===== src/rtl/ws2812_pixel_rx_if.sv =====
// ws2812_pixel_rx_if
// Output bundle of the WS2812 pixel receiver: per-pixel delivery and per-frame
// summary strobes.
//   master : driven by the receiver (all signals are outputs)
//   slave  : consumed by the downstream RGB->RGBW logic (all signals are inputs)
// Signals:
//   pixel_valid   one-cycle strobe, pixel_data / pixel_index valid
//   pixel_data    assembled pixel, first-received bit in the MSB
//   pixel_index   0-based position of the pixel in the current frame
//   frame_end     one-cycle strobe on a stream reset
//   frame_pixels  pixels delivered in the frame just ended
//   frame_err     frame had a glitch, a partial pixel or an index overflow
//   glitch        one-cycle strobe per discarded narrow pulse
interface ws2812_pixel_rx_if #(
  parameter int BITS_PER_PIXEL = 24,
  parameter int IDX_W          = 10
);
  logic                      pixel_valid;
  logic [BITS_PER_PIXEL-1:0] pixel_data;
  logic [IDX_W-1:0]          pixel_index;
  logic                      frame_end;
  logic [IDX_W:0]            frame_pixels;
  logic                      frame_err;
  logic                      glitch;

  modport master (
    output pixel_valid, pixel_data, pixel_index,
    output frame_end, frame_pixels, frame_err, glitch
  );

  modport slave (
    input pixel_valid, pixel_data, pixel_index,
    input frame_end, frame_pixels, frame_err, glitch
  );
endinterface


===== src/rtl/ws2812_pixel_rx.sv =====
// ws2812_pixel_rx
// WS2812B serial receiver. Synchronises the raw data line, measures each high
// pulse, decodes it as a 0 or 1 bit by width, and assembles bits MSB-first into
// whole pixel words. Each pixel is delivered with its frame position; each
// stream reset (long quiet line) produces a frame summary.
// Ports:
//   clk    system clock (96 MHz nominal)
//   rst_n  asynchronous active-low reset
//   sig    raw asynchronous WS2812 data line
//   px     ws2812_pixel_rx_if.master output bundle (pixel and frame strobes)
module ws2812_pixel_rx #(
  parameter int BITS_PER_PIXEL    = 24,
  parameter int SAMPLE_TIME_CLKS  = 57,
  parameter int MIN_HIGH_CLKS     = 8,
  parameter int STREAM_RESET_CLKS = 4800,
  parameter int IDX_W             = 10,
  parameter int REQUIRE_LATCH     = 1
) (
  input  logic clk,
  input  logic rst_n,
  input  logic sig,
  ws2812_pixel_rx_if.master px
);

  localparam int CNT_W = $clog2(STREAM_RESET_CLKS + 1);
  localparam int BC_W  = $clog2(BITS_PER_PIXEL + 1);

  localparam logic [CNT_W-1:0] CNT_MAX    = CNT_W'(STREAM_RESET_CLKS);
  localparam logic [CNT_W-1:0] CNT_PRE    = CNT_W'(STREAM_RESET_CLKS - 1);
  localparam logic [CNT_W-1:0] CNT_ONE    = CNT_W'(1);
  localparam logic [CNT_W-1:0] CNT_MIN    = CNT_W'(MIN_HIGH_CLKS);
  localparam logic [CNT_W-1:0] CNT_SAMPLE = CNT_W'(SAMPLE_TIME_CLKS);
  localparam logic [BC_W-1:0]  BC_LAST    = BC_W'(BITS_PER_PIXEL - 1);
  localparam logic [BC_W-1:0]  BC_ONE     = BC_W'(1);
  localparam logic [IDX_W-1:0] IDX_MAX    = '1;
  localparam logic [IDX_W-1:0] IDX_ONE    = IDX_W'(1);
  localparam logic [IDX_W:0]   ACC_MAX    = {1'b1, {IDX_W{1'b0}}};
  localparam logic [IDX_W:0]   ACC_ONE    = (IDX_W + 1)'(1);

  typedef enum logic {
    SYNC,
    RUN
  } state_t;

  localparam state_t RESET_STATE = (REQUIRE_LATCH != 0) ? SYNC : RUN;

  state_t state_q;
  state_t state_d;

  logic s1;
  logic s2;
  logic s_prev;
  logic rise;
  logic fall;
  logic edge_det;

  logic [CNT_W-1:0] cnt;
  logic             stream_reset;

  logic                      bit_take;
  logic                      glitch_det;
  logic                      bit_val;
  logic                      pixel_done;
  logic [BITS_PER_PIXEL-1:0] shreg;
  logic [BITS_PER_PIXEL-1:0] shreg_next;
  logic [BC_W-1:0]           bit_cnt;
  logic [IDX_W-1:0]          idx;
  logic [IDX_W:0]            acc;
  logic                      err_flag;

  logic                      pixel_valid_q;
  logic [BITS_PER_PIXEL-1:0] pixel_data_q;
  logic [IDX_W-1:0]          pixel_index_q;
  logic                      frame_end_q;
  logic [IDX_W:0]            frame_pixels_q;
  logic                      frame_err_q;
  logic                      glitch_q;

  // Two-flop synchroniser plus one history flop for edge detection.
  always_ff @(posedge clk or negedge rst_n) begin
    if (!rst_n) begin
      s1     <= 1'b0;
      s2     <= 1'b0;
      s_prev <= 1'b0;
    end else begin
      s1     <= sig;
      s2     <= s1;
      s_prev <= s2;
    end
  end

  assign rise     = s2 & ~s_prev;
  assign fall     = ~s2 & s_prev;
  assign edge_det = rise | fall;

  // On a fall, cnt equals the high width in cycles because it is loaded with 1
  // on the rise and counts every following high cycle.
  always_ff @(posedge clk or negedge rst_n) begin
    if (!rst_n) begin
      cnt <= '0;
    end else if (edge_det) begin
      cnt <= CNT_ONE;
    end else if (cnt != CNT_MAX) begin
      cnt <= cnt + CNT_ONE;
    end
  end

  // Fires exactly once per quiet period, on the cycle that carries cnt to
  // saturation; it cannot coincide with an edge since an edge reloads cnt.
  assign stream_reset = ~edge_det & (cnt == CNT_PRE);

  always_ff @(posedge clk or negedge rst_n) begin
    if (!rst_n) begin
      state_q <= RESET_STATE;
    end else begin
      state_q <= state_d;
    end
  end

  // Next state and fall classification. In SYNC the fall logic is gated off so
  // that a stream joined mid-frame is ignored until the first latch.
  always_comb begin
    state_d    = state_q;
    bit_take   = 1'b0;
    glitch_det = 1'b0;
    case (state_q)
      SYNC: begin
        if (stream_reset) begin
          state_d = RUN;
        end
      end
      RUN: begin
        if (fall) begin
          if (cnt == CNT_MAX) begin
            bit_take = 1'b0;
          end else if (cnt < CNT_MIN) begin
            glitch_det = 1'b1;
          end else begin
            bit_take = 1'b1;
          end
        end
      end
      default: begin
        state_d = RESET_STATE;
      end
    endcase
  end

  assign bit_val    = (cnt >= CNT_SAMPLE);
  assign shreg_next = {shreg[BITS_PER_PIXEL-2:0], bit_val};
  assign pixel_done = bit_take & (bit_cnt == BC_LAST);

  // Bit assembly, pixel delivery and frame bookkeeping. Index overflow still
  // delivers the pixel but pins the index and flags the frame.
  always_ff @(posedge clk or negedge rst_n) begin
    if (!rst_n) begin
      shreg          <= '0;
      bit_cnt        <= '0;
      idx            <= '0;
      acc            <= '0;
      err_flag       <= 1'b0;
      pixel_valid_q  <= 1'b0;
      pixel_data_q   <= '0;
      pixel_index_q  <= '0;
      frame_end_q    <= 1'b0;
      frame_pixels_q <= '0;
      frame_err_q    <= 1'b0;
      glitch_q       <= 1'b0;
    end else begin
      pixel_valid_q <= 1'b0;
      frame_end_q   <= 1'b0;
      glitch_q      <= glitch_det;
      if (stream_reset) begin
        frame_end_q    <= 1'b1;
        frame_pixels_q <= acc;
        frame_err_q    <= err_flag | (bit_cnt != '0);
        idx            <= '0;
        bit_cnt        <= '0;
        acc            <= '0;
        err_flag       <= 1'b0;
      end else begin
        if (glitch_det) begin
          err_flag <= 1'b1;
        end
        if (bit_take) begin
          shreg <= shreg_next;
          if (pixel_done) begin
            pixel_valid_q <= 1'b1;
            pixel_data_q  <= shreg_next;
            pixel_index_q <= idx;
            bit_cnt       <= '0;
            if (idx != IDX_MAX) begin
              idx <= idx + IDX_ONE;
            end else begin
              err_flag <= 1'b1;
            end
            if (acc != ACC_MAX) begin
              acc <= acc + ACC_ONE;
            end
          end else begin
            bit_cnt <= bit_cnt + BC_ONE;
          end
        end
      end
    end
  end

  assign px.pixel_valid  = pixel_valid_q;
  assign px.pixel_data   = pixel_data_q;
  assign px.pixel_index  = pixel_index_q;
  assign px.frame_end    = frame_end_q;
  assign px.frame_pixels = frame_pixels_q;
  assign px.frame_err    = frame_err_q;
  assign px.glitch       = glitch_q;

endmodule

===== src/flat_wrapper.sv =====
// flat-port wrapper written by rule: the top's interface ports become plain ports
module ws2812_pixel_rx_flat 
#(
  parameter int BITS_PER_PIXEL    = 24,
  parameter int SAMPLE_TIME_CLKS  = 57,
  parameter int MIN_HIGH_CLKS     = 8,
  parameter int STREAM_RESET_CLKS = 4800,
  parameter int IDX_W             = 10,
  parameter int REQUIRE_LATCH     = 1
)
  (clk, rst_n, sig, px_pixel_valid, px_pixel_data, px_pixel_index, px_frame_end, px_frame_pixels, px_frame_err, px_glitch);
  ws2812_pixel_rx_if #(.BITS_PER_PIXEL(BITS_PER_PIXEL), .IDX_W(IDX_W)) px_i ();
  input  logic clk;
  input  logic rst_n;
  input  logic sig;
  output wire logic [$bits(px_i.pixel_valid)-1:0] px_pixel_valid;
  output wire logic [$bits(px_i.pixel_data)-1:0] px_pixel_data;
  output wire logic [$bits(px_i.pixel_index)-1:0] px_pixel_index;
  output wire logic [$bits(px_i.frame_end)-1:0] px_frame_end;
  output wire logic [$bits(px_i.frame_pixels)-1:0] px_frame_pixels;
  output wire logic [$bits(px_i.frame_err)-1:0] px_frame_err;
  output wire logic [$bits(px_i.glitch)-1:0] px_glitch;
  assign px_pixel_valid = px_i.pixel_valid;
  assign px_pixel_data = px_i.pixel_data;
  assign px_pixel_index = px_i.pixel_index;
  assign px_frame_end = px_i.frame_end;
  assign px_frame_pixels = px_i.frame_pixels;
  assign px_frame_err = px_i.frame_err;
  assign px_glitch = px_i.glitch;
  ws2812_pixel_rx #(.BITS_PER_PIXEL(BITS_PER_PIXEL), .SAMPLE_TIME_CLKS(SAMPLE_TIME_CLKS), .MIN_HIGH_CLKS(MIN_HIGH_CLKS), .STREAM_RESET_CLKS(STREAM_RESET_CLKS), .IDX_W(IDX_W), .REQUIRE_LATCH(REQUIRE_LATCH)) u_core (.clk(clk), .rst_n(rst_n), .sig(sig), .px(px_i));
endmodule

===== config.mk =====
export PLATFORM = sky130hd
export DESIGN_NAME = ws2812_pixel_rx_flat
export DESIGN_NICKNAME = d
export VERILOG_FILES = /design/src/rtl/ws2812_pixel_rx_if.sv /design/src/rtl/ws2812_pixel_rx.sv /design/src/flat_wrapper.sv
export SDC_FILE = /design/constraint.sdc
export NUM_CORES = 1
export LEC_CHECK = 0
export ABC_AREA = 1
export BUFFER_PORTS_ARGS = -buffer_cell sky130_fd_sc_hd__buf_4
export CAP_MARGIN = 15
export CORE_UTILIZATION = 25
export DETAILED_ROUTE_END_ITERATION = 12
export HOLD_SLACK_MARGIN = 0.08
export PLACE_DENSITY = 0.38
export SETUP_SLACK_MARGIN = 0.15
export SLEW_MARGIN = 10
export SYNTH_ARGS = -nofsm -noshare
export SYNTH_HDL_FRONTEND = slang
export SYNTH_SLANG_ARGS = --single-unit

===== constraint.sdc =====
create_clock -name clk -period 1.9 [get_ports clk]
set_input_delay 0.095 -clock clk [delete_from_list [all_inputs] [get_ports clk]]
set_output_delay 0.095 -clock clk [all_outputs]
set_load 0.01 [all_outputs]

Yosys cells after proc, flatten, opt, wreduce, memory -nomap -nowiden

Cells that the tools add are included.

Register bits after elaboration: 116
Input bits: 3
Output and inout bits: 49
Word-level logic and storage cells: 80

$add $sub $neg: 4
$lt $le $gt $ge: 2
Equal/unequal tests: 6
Multiplexer cells: 31
Bitwise operators: 10
Reduce and logical (&&, ||, !) cells: 10

Operators by type and width:

| operator                                                                              | count |
|---|---|
| 11-bit 2-to-1 mux                                                                     | 4 |
| 10-bit 2-to-1 mux                                                                     | 4 |
| 13-bit == test (second input constant)                                                | 2 |
| 13-bit 2-to-1 mux                                                                     | 2 |
| 1-bit 2-to-1 mux                                                                      | 18 |
| 5-bit 2-to-1 mux                                                                      | 3 |
| 13-bit by 1-bit adder with 13-bit output (second input constant)                      | 1 |
| 13-bit by 6-bit greater-or-equal comparator with 1-bit output (second input constant) | 1 |
| 13-bit by 4-bit less-than comparator with 1-bit output (second input constant)        | 1 |
| 13-bit != test (second input constant)                                                | 1 |
| 11-bit by 1-bit adder with 11-bit output (second input constant)                      | 1 |
| 11-bit != test (second input constant)                                                | 1 |
| 10-bit by 1-bit adder with 10-bit output (second input constant)                      | 1 |
| 10-bit != test (second input constant)                                                | 1 |
| 2-bit nonzero test                                                                    | 5 |
| 3-bit AND reduction                                                                   | 3 |
| 5-bit by 1-bit adder with 5-bit output (second input constant)                        | 1 |
| 5-bit == test (second input constant)                                                 | 1 |
| 5-bit nonzero test                                                                    | 1 |
| 1-bit bitwise AND                                                                     | 4 |
| 1-bit inverter                                                                        | 4 |
| 1-bit OR                                                                              | 2 |
| 2-bit AND reduction                                                                   | 1 |

Depth between registers and ports, before layout

Word-level depth: 10
Gate-level depth with buffers: 12
Depth with buffers taken out: 10

Worst setup path after synthesis

No wires, ideal clock.

Path kind: register to register
Start point: reg u_core.s2
End point: reg u_core.acc[6]
Library setup time: 0.117 ns
Arrival time: 1.489 ns
Required time: 1.783 ns
Slack: 0.294 ns
Stages on the path, launching flop included: 11
Buffers on the path: 1
Clock period less this slack: 1.606 ns
Path through: dfrtp_1 -> inv_1 -> ha_1 -> inv_1 -> nor3_1 -> nand2_2 -> nand2_1 -> nand2_1 -> buf_2 -> nand2_1 -> nand2_1

Longest elaborated chain between the ends: 7
Elaborated cells between the ends (all ways): 14
Those cells by class: mux: 3; bitwise: 7; reduce/logical: 4

RTL lines:

| what                                               | line                                           | source |
|---|---|---|
| start, declared                                    | ws2812_pixel_rx.sv:51                          | `logic s2;` |
| start signal, assigned                             | ws2812_pixel_rx.sv:83                          | `s2 <= 1'b0;` |
| start signal, assigned                             | ws2812_pixel_rx.sv:87                          | `s2 <= s1;` |
| 1-bit inverter                                     | ws2812_pixel_rx.sv:93                          | `assign fall = ~s2 & s_prev;` |
| 1-bit bitwise AND                                  | ws2812_pixel_rx.sv:93                          |  |
| 1-bit 2-to-1 mux or 1-bit OR (tied branches)       | ws2812_pixel_rx.sv:133, ws2812_pixel_rx.sv:94  |  |
| 1-bit 2-to-1 mux or 1-bit inverter (tied branches) | ws2812_pixel_rx.sv:126, ws2812_pixel_rx.sv:110 |  |
| 1-bit bitwise AND, on equally long branches        | ws2812_pixel_rx.sv:151, ws2812_pixel_rx.sv:110 |  |
| 2-bit nonzero test (no source line)                | --                                             |  |
| 3-bit AND reduction (no source line)               | --                                             |  |
| end signal, assigned                               | ws2812_pixel_rx.sv:198                         | `acc <= acc + ACC_ONE;` |
| end, declared                                      | ws2812_pixel_rx.sv:68                          | `logic [IDX_W:0] acc;` |

Parallel ways exist; a longest one is shown, timed or not.
A chain may end at the register's enable or synchronous reset.

Worst setup path in the final report

Start point: reg u_core.cnt[0]
End point: reg u_core.idx[1]

Longest elaborated chain between the ends: 8
Elaborated cells between the ends (all ways): 14
Those cells by class: order compare: 1; eq/ne: 2; mux: 5; bitwise: 2; reduce/logical: 4

RTL lines:

| what                                                   | line                   | source |
|---|---|---|
| start, declared                                        | ws2812_pixel_rx.sv:57  | `logic [CNT_W-1:0] cnt;` |
| start signal, assigned                                 | ws2812_pixel_rx.sv:104 | `cnt <= cnt + CNT_ONE;` |
| 13-bit by 4-bit less-than comparator with 1-bit output | ws2812_pixel_rx.sv:136 | `end else if (cnt < CNT_MIN) begin` |
| 1-bit 2-to-1 mux                                       | ws2812_pixel_rx.sv:136 |  |
| 1-bit 2-to-1 mux                                       | ws2812_pixel_rx.sv:134 | `if (cnt == CNT_MAX) begin` |
| 1-bit 2-to-1 mux                                       | ws2812_pixel_rx.sv:133 | `if (fall) begin` |
| 1-bit 2-to-1 mux                                       | ws2812_pixel_rx.sv:126 | `case (state_q)` |
| 1-bit bitwise AND                                      | ws2812_pixel_rx.sv:151 | `assign pixel_done = bit_take & (bit_cnt == BC_LAST);` |
| 2-bit nonzero test (no source line)                    | --                     |  |
| 3-bit AND reduction (no source line)                   | --                     |  |
| end signal, assigned                                   | ws2812_pixel_rx.sv:193 | `idx <= idx + IDX_ONE;` |
| end, declared                                          | ws2812_pixel_rx.sv:67  | `logic [IDX_W-1:0] idx;` |

Parallel ways exist; a longest one is shown, timed or not.

==> results.md <==
- Synth warn: 0
- CP endpoint: u_core.idx[1]
- Sequential Power Share: a little over two fifths
- Outcome: finished, final reports clean
- Number of global-route vias before repair: 4413
- CP startpoint: u_core.cnt[0]
- Die Height: ~150 um
- Setup crit end kind: flip-flop
- CTS sink cnt: ~120
- Post-Place Worst Slack: -171.9 ps
- #FFs+latches synth: roughly 120
- Diode count: 0
- CTS H-tree depth: 4
- First DRT Iteration DRCs: between 200 and 250
- Initial antenna violation count: 0
- Placed cell areas: roughly 6300 um2
- Total power: 5.901 mW
- GP Congestion: between 0.8 and 0.9
- # rows: 53
- Slew at the pin closest to its max-slew limit: between 500 and 600 ps
- Wire per inst: between 10 and 15 um
- Unique masters post-synth: 32
- DRC: 0
- CP max FO: 5
- PwrDens: approximately 810 nW/um2
- Crit path DAT: between 2000 and 2500 ps
- Number of enable flip-flop cells after synthesis: 0
- IO buf count: 51
- Period utilization: approximately nine tenths
- Relative slew slack: 64.91%
- Worst setup SP type: flip-flop
- Switching pwr: between 1 and 1.5 mW
- Async set-reset flop share out of synthesis: 100.0%
- Final WL: 14150 um
- FILL cells: between 2000 and 2500
- Finished Layout Cells: 1041
- Worst reg2reg path startpoint: u_core.cnt[0]
- Mapped cell area: 5519 um2
- Total gr overflow: 0
- Fmax: about 570 MHz
- Clock power frac: a little over half
- Area Growth Syn to Fin: 31.85%
- Vias/cell: around 4.4
- Synth Flop Type: dfrtp_1
- GRT Util Overall: around an eighth
- Pleak: 3.825 nW
- Area occupied by registers: ~2900 um2
- Mapped Avg Cell Area: 8.337 um2
- Clock transition at path regs: 60 ps
- RSZ-0062 raised after global routing: yes
- Layout Nets: 765
- Peak VDD IR: roughly 460 uV
- PnR worst setup slack: between 150 and 200 ps
- Mapped Nets: about 670
- FF-to-FF setup slack: around 160 ps
- Antenna-violating nets left: 0
- Syn Inst Count: around 660
- Final Cell Area: between 7000 and 8000 um2
- TritonCTS buffer count: 17
- Drt pass-1 iters: 5
- Final setup viols: 0
- Post-Place Cells: ~1000
- Fin. Hold Viols: 0
- Critical R2R Capture: u_core.idx[1]
- CTS tree: done
- Initial core utilization: roughly a quarter
- MaxCap Viol Count: 0
- Area taken by multi-input logic gates: approximately 2300 um2
- Switch share: between 20% and 30%
- CTS Buffer Depth: 2
- Type of the tightest min-delay check: in2async
- Comb power frac: about 3.3%
- Die W: between 150 and 200 um
- Critical setup path kind: reg2reg
- Io pins: 52
- Internal power: 4.594 mW
- Largest net degree at the start of global routing: 50
- Slew Viols, Final: 0
- FF-to-FF path depth: 11
- Via count: 4600
- Global-route wire length before repair: 23290 um
- Die area: between 20000 and 25000 um2
- Clock Tree Root: clkbuf_16
- Core area: roughly 21000 um2
- Seq/Total Area, Yosys: 52.60%
- CP Data Required Time: about 2300 ps
- Setup TNS: 0 ps
- Clk_skew: about 6.6 ps
- Final min period: around 1700 ps
- DP Wirelength: between 9000 and 10000 um
- Worst-Skew Late Latency: roughly 410 ps
- Share of layout cells above drive strength 1: between 20% and 30%
==> critical path: stages (launching register included) <==
cell       delay [ps]
dfrtp_1           370
inv_1              80
ha_1              200
nand3_1            90
nor2_2             50
nand2_2           120
nand3_4           120
buf_6             150
o21bai_4          210
clkbuf_16         180
nand3_1            60
nand2_1            60
==> area by class of cell <==
cell class,instances,area share (%)
multi-input combinational,459,31.77
clock buffer,21,6.465
timing repair buffer,97,12.00
sequential,116,39.96
clock inverter,11,1.737
inverter,62,3.336
tap,275,4.728
==> layout by cell type (no fill, tap or decap), types with 4 or more instances in the layout <==
cell type   netlist  routed
nand2_1         243     240
clkbuf_16         0      18
nor2_1           30      23
nand4_1          22      22
dfrtp_2           0       4
buf_4             2      80
nor3_1           13      11
xor2_1           14      14
nand2_2           5       7
ha_1              9       7
buf_12            0       8
nand3_2           1       4
nor2_4            1       7
inv_2             5       5
a21oi_1          10      10
o21ai_0          55      54
nand3_1          38      35
buf_6             9       6
dfrtp_1         116     112
inv_1            56      55
clkinvlp_4        0       4
nor2_2            3       5
==> sequential cells by signal, summed over array words and instances (netlist names), 5 cells and up <==
register / count
u_core.acc: 11
u_core.idx: 10
u_core.px.frame_pixels: 11
u_core.cnt: 13
u_core.shreg: 23
u_core.bit_cnt: 5
u_core.px.pixel_data: 24
u_core.px.pixel_index: 10
==> cells in the mapped netlist, types with 2 or more instances <==
cell      count  area share [%]
inv_2         5            0.34
inv_1        56             3.8
nand3_1      38             3.4
buf_6         9             1.8
nand2_1     243              17
o21ai_0      55             5.0
buf_4         2            0.27
nand4_1      22             2.5
a31oi_1       2            0.23
buf_2         9            0.82
nor3_1       13             1.2
dfrtp_1     116              53
ha_1          9             2.0
clkbuf_1      6            0.41
nand2_2       5            0.57
a21oi_1      10            0.91
xor2_1       14             2.2
xnor2_1       3            0.48
nor2_1       30             2.0
nor2_2        3            0.34
==> cell families after synthesis <==
family	share of synthesized area [%]
AOI/OAI and AO/OA	6.552
xor gates and xnor gates	2.698
adders and majority gates	2.040
buffers and inverters	7.595
DFF	52.60
and+or+nand+nor	28.52
==> worst min-delay path by stage <==
| stage | cells after the start | endpoint | slack, ps |
|---|---|---|---|
| CTS | 2 | u_core.idx[2] | 230 |
| floorplan | 0 | u_core.acc[0] | -200 |
| finish | 2 | u_core.idx[3] | 200 |
| global placement | 1 | u_core.idx[3] | 110 |
| global route | 2 | u_core.idx[3] | 260 |
| detailed placement | 1 | u_core.idx[3] | 110 |
==> layer usage <==
metal  up-vias  part of all wire, %  track usage (%)
li1       2304                    -                -
met1      2187                   50            18.06
met2        94                   45            20.83
met3        15                  3.8            3.152
met4         0                  1.6            4.450
met5         -                    0                0
==> power by group through the flow <==
stage               clock network (mW)  logic [mW]  registers [mW]
global route                      3.42       0.225            2.51
CTS                               3.31       0.191            2.50
detailed placement                   0       0.176            2.55
floorplan                            0      0.0742            2.55
finish                            3.20       0.196            2.51
global placement                     0       0.176            2.55
==> through the flow <==
stage	util [%]	hold slack [ps]
after CTS	33.28	226.0
after global placement	29.37	107.5
final	34.08	202.4
after detailed placement	29.37	110.4
after global routing	34.08	258.9
after floorplan	-	-200.6
==> what timing repair did <==
action                                 4_1_cts  5_1_grt
setup buffers                               14        6
endpoints found under the hold margin       42        0
resized for setup                           12       27
hold buffers                                 2        0
setup endpoints to repair                   96       98
cloned                                       1        1
pin swaps                                    6        6
Power figures use the tool's default switching activity.
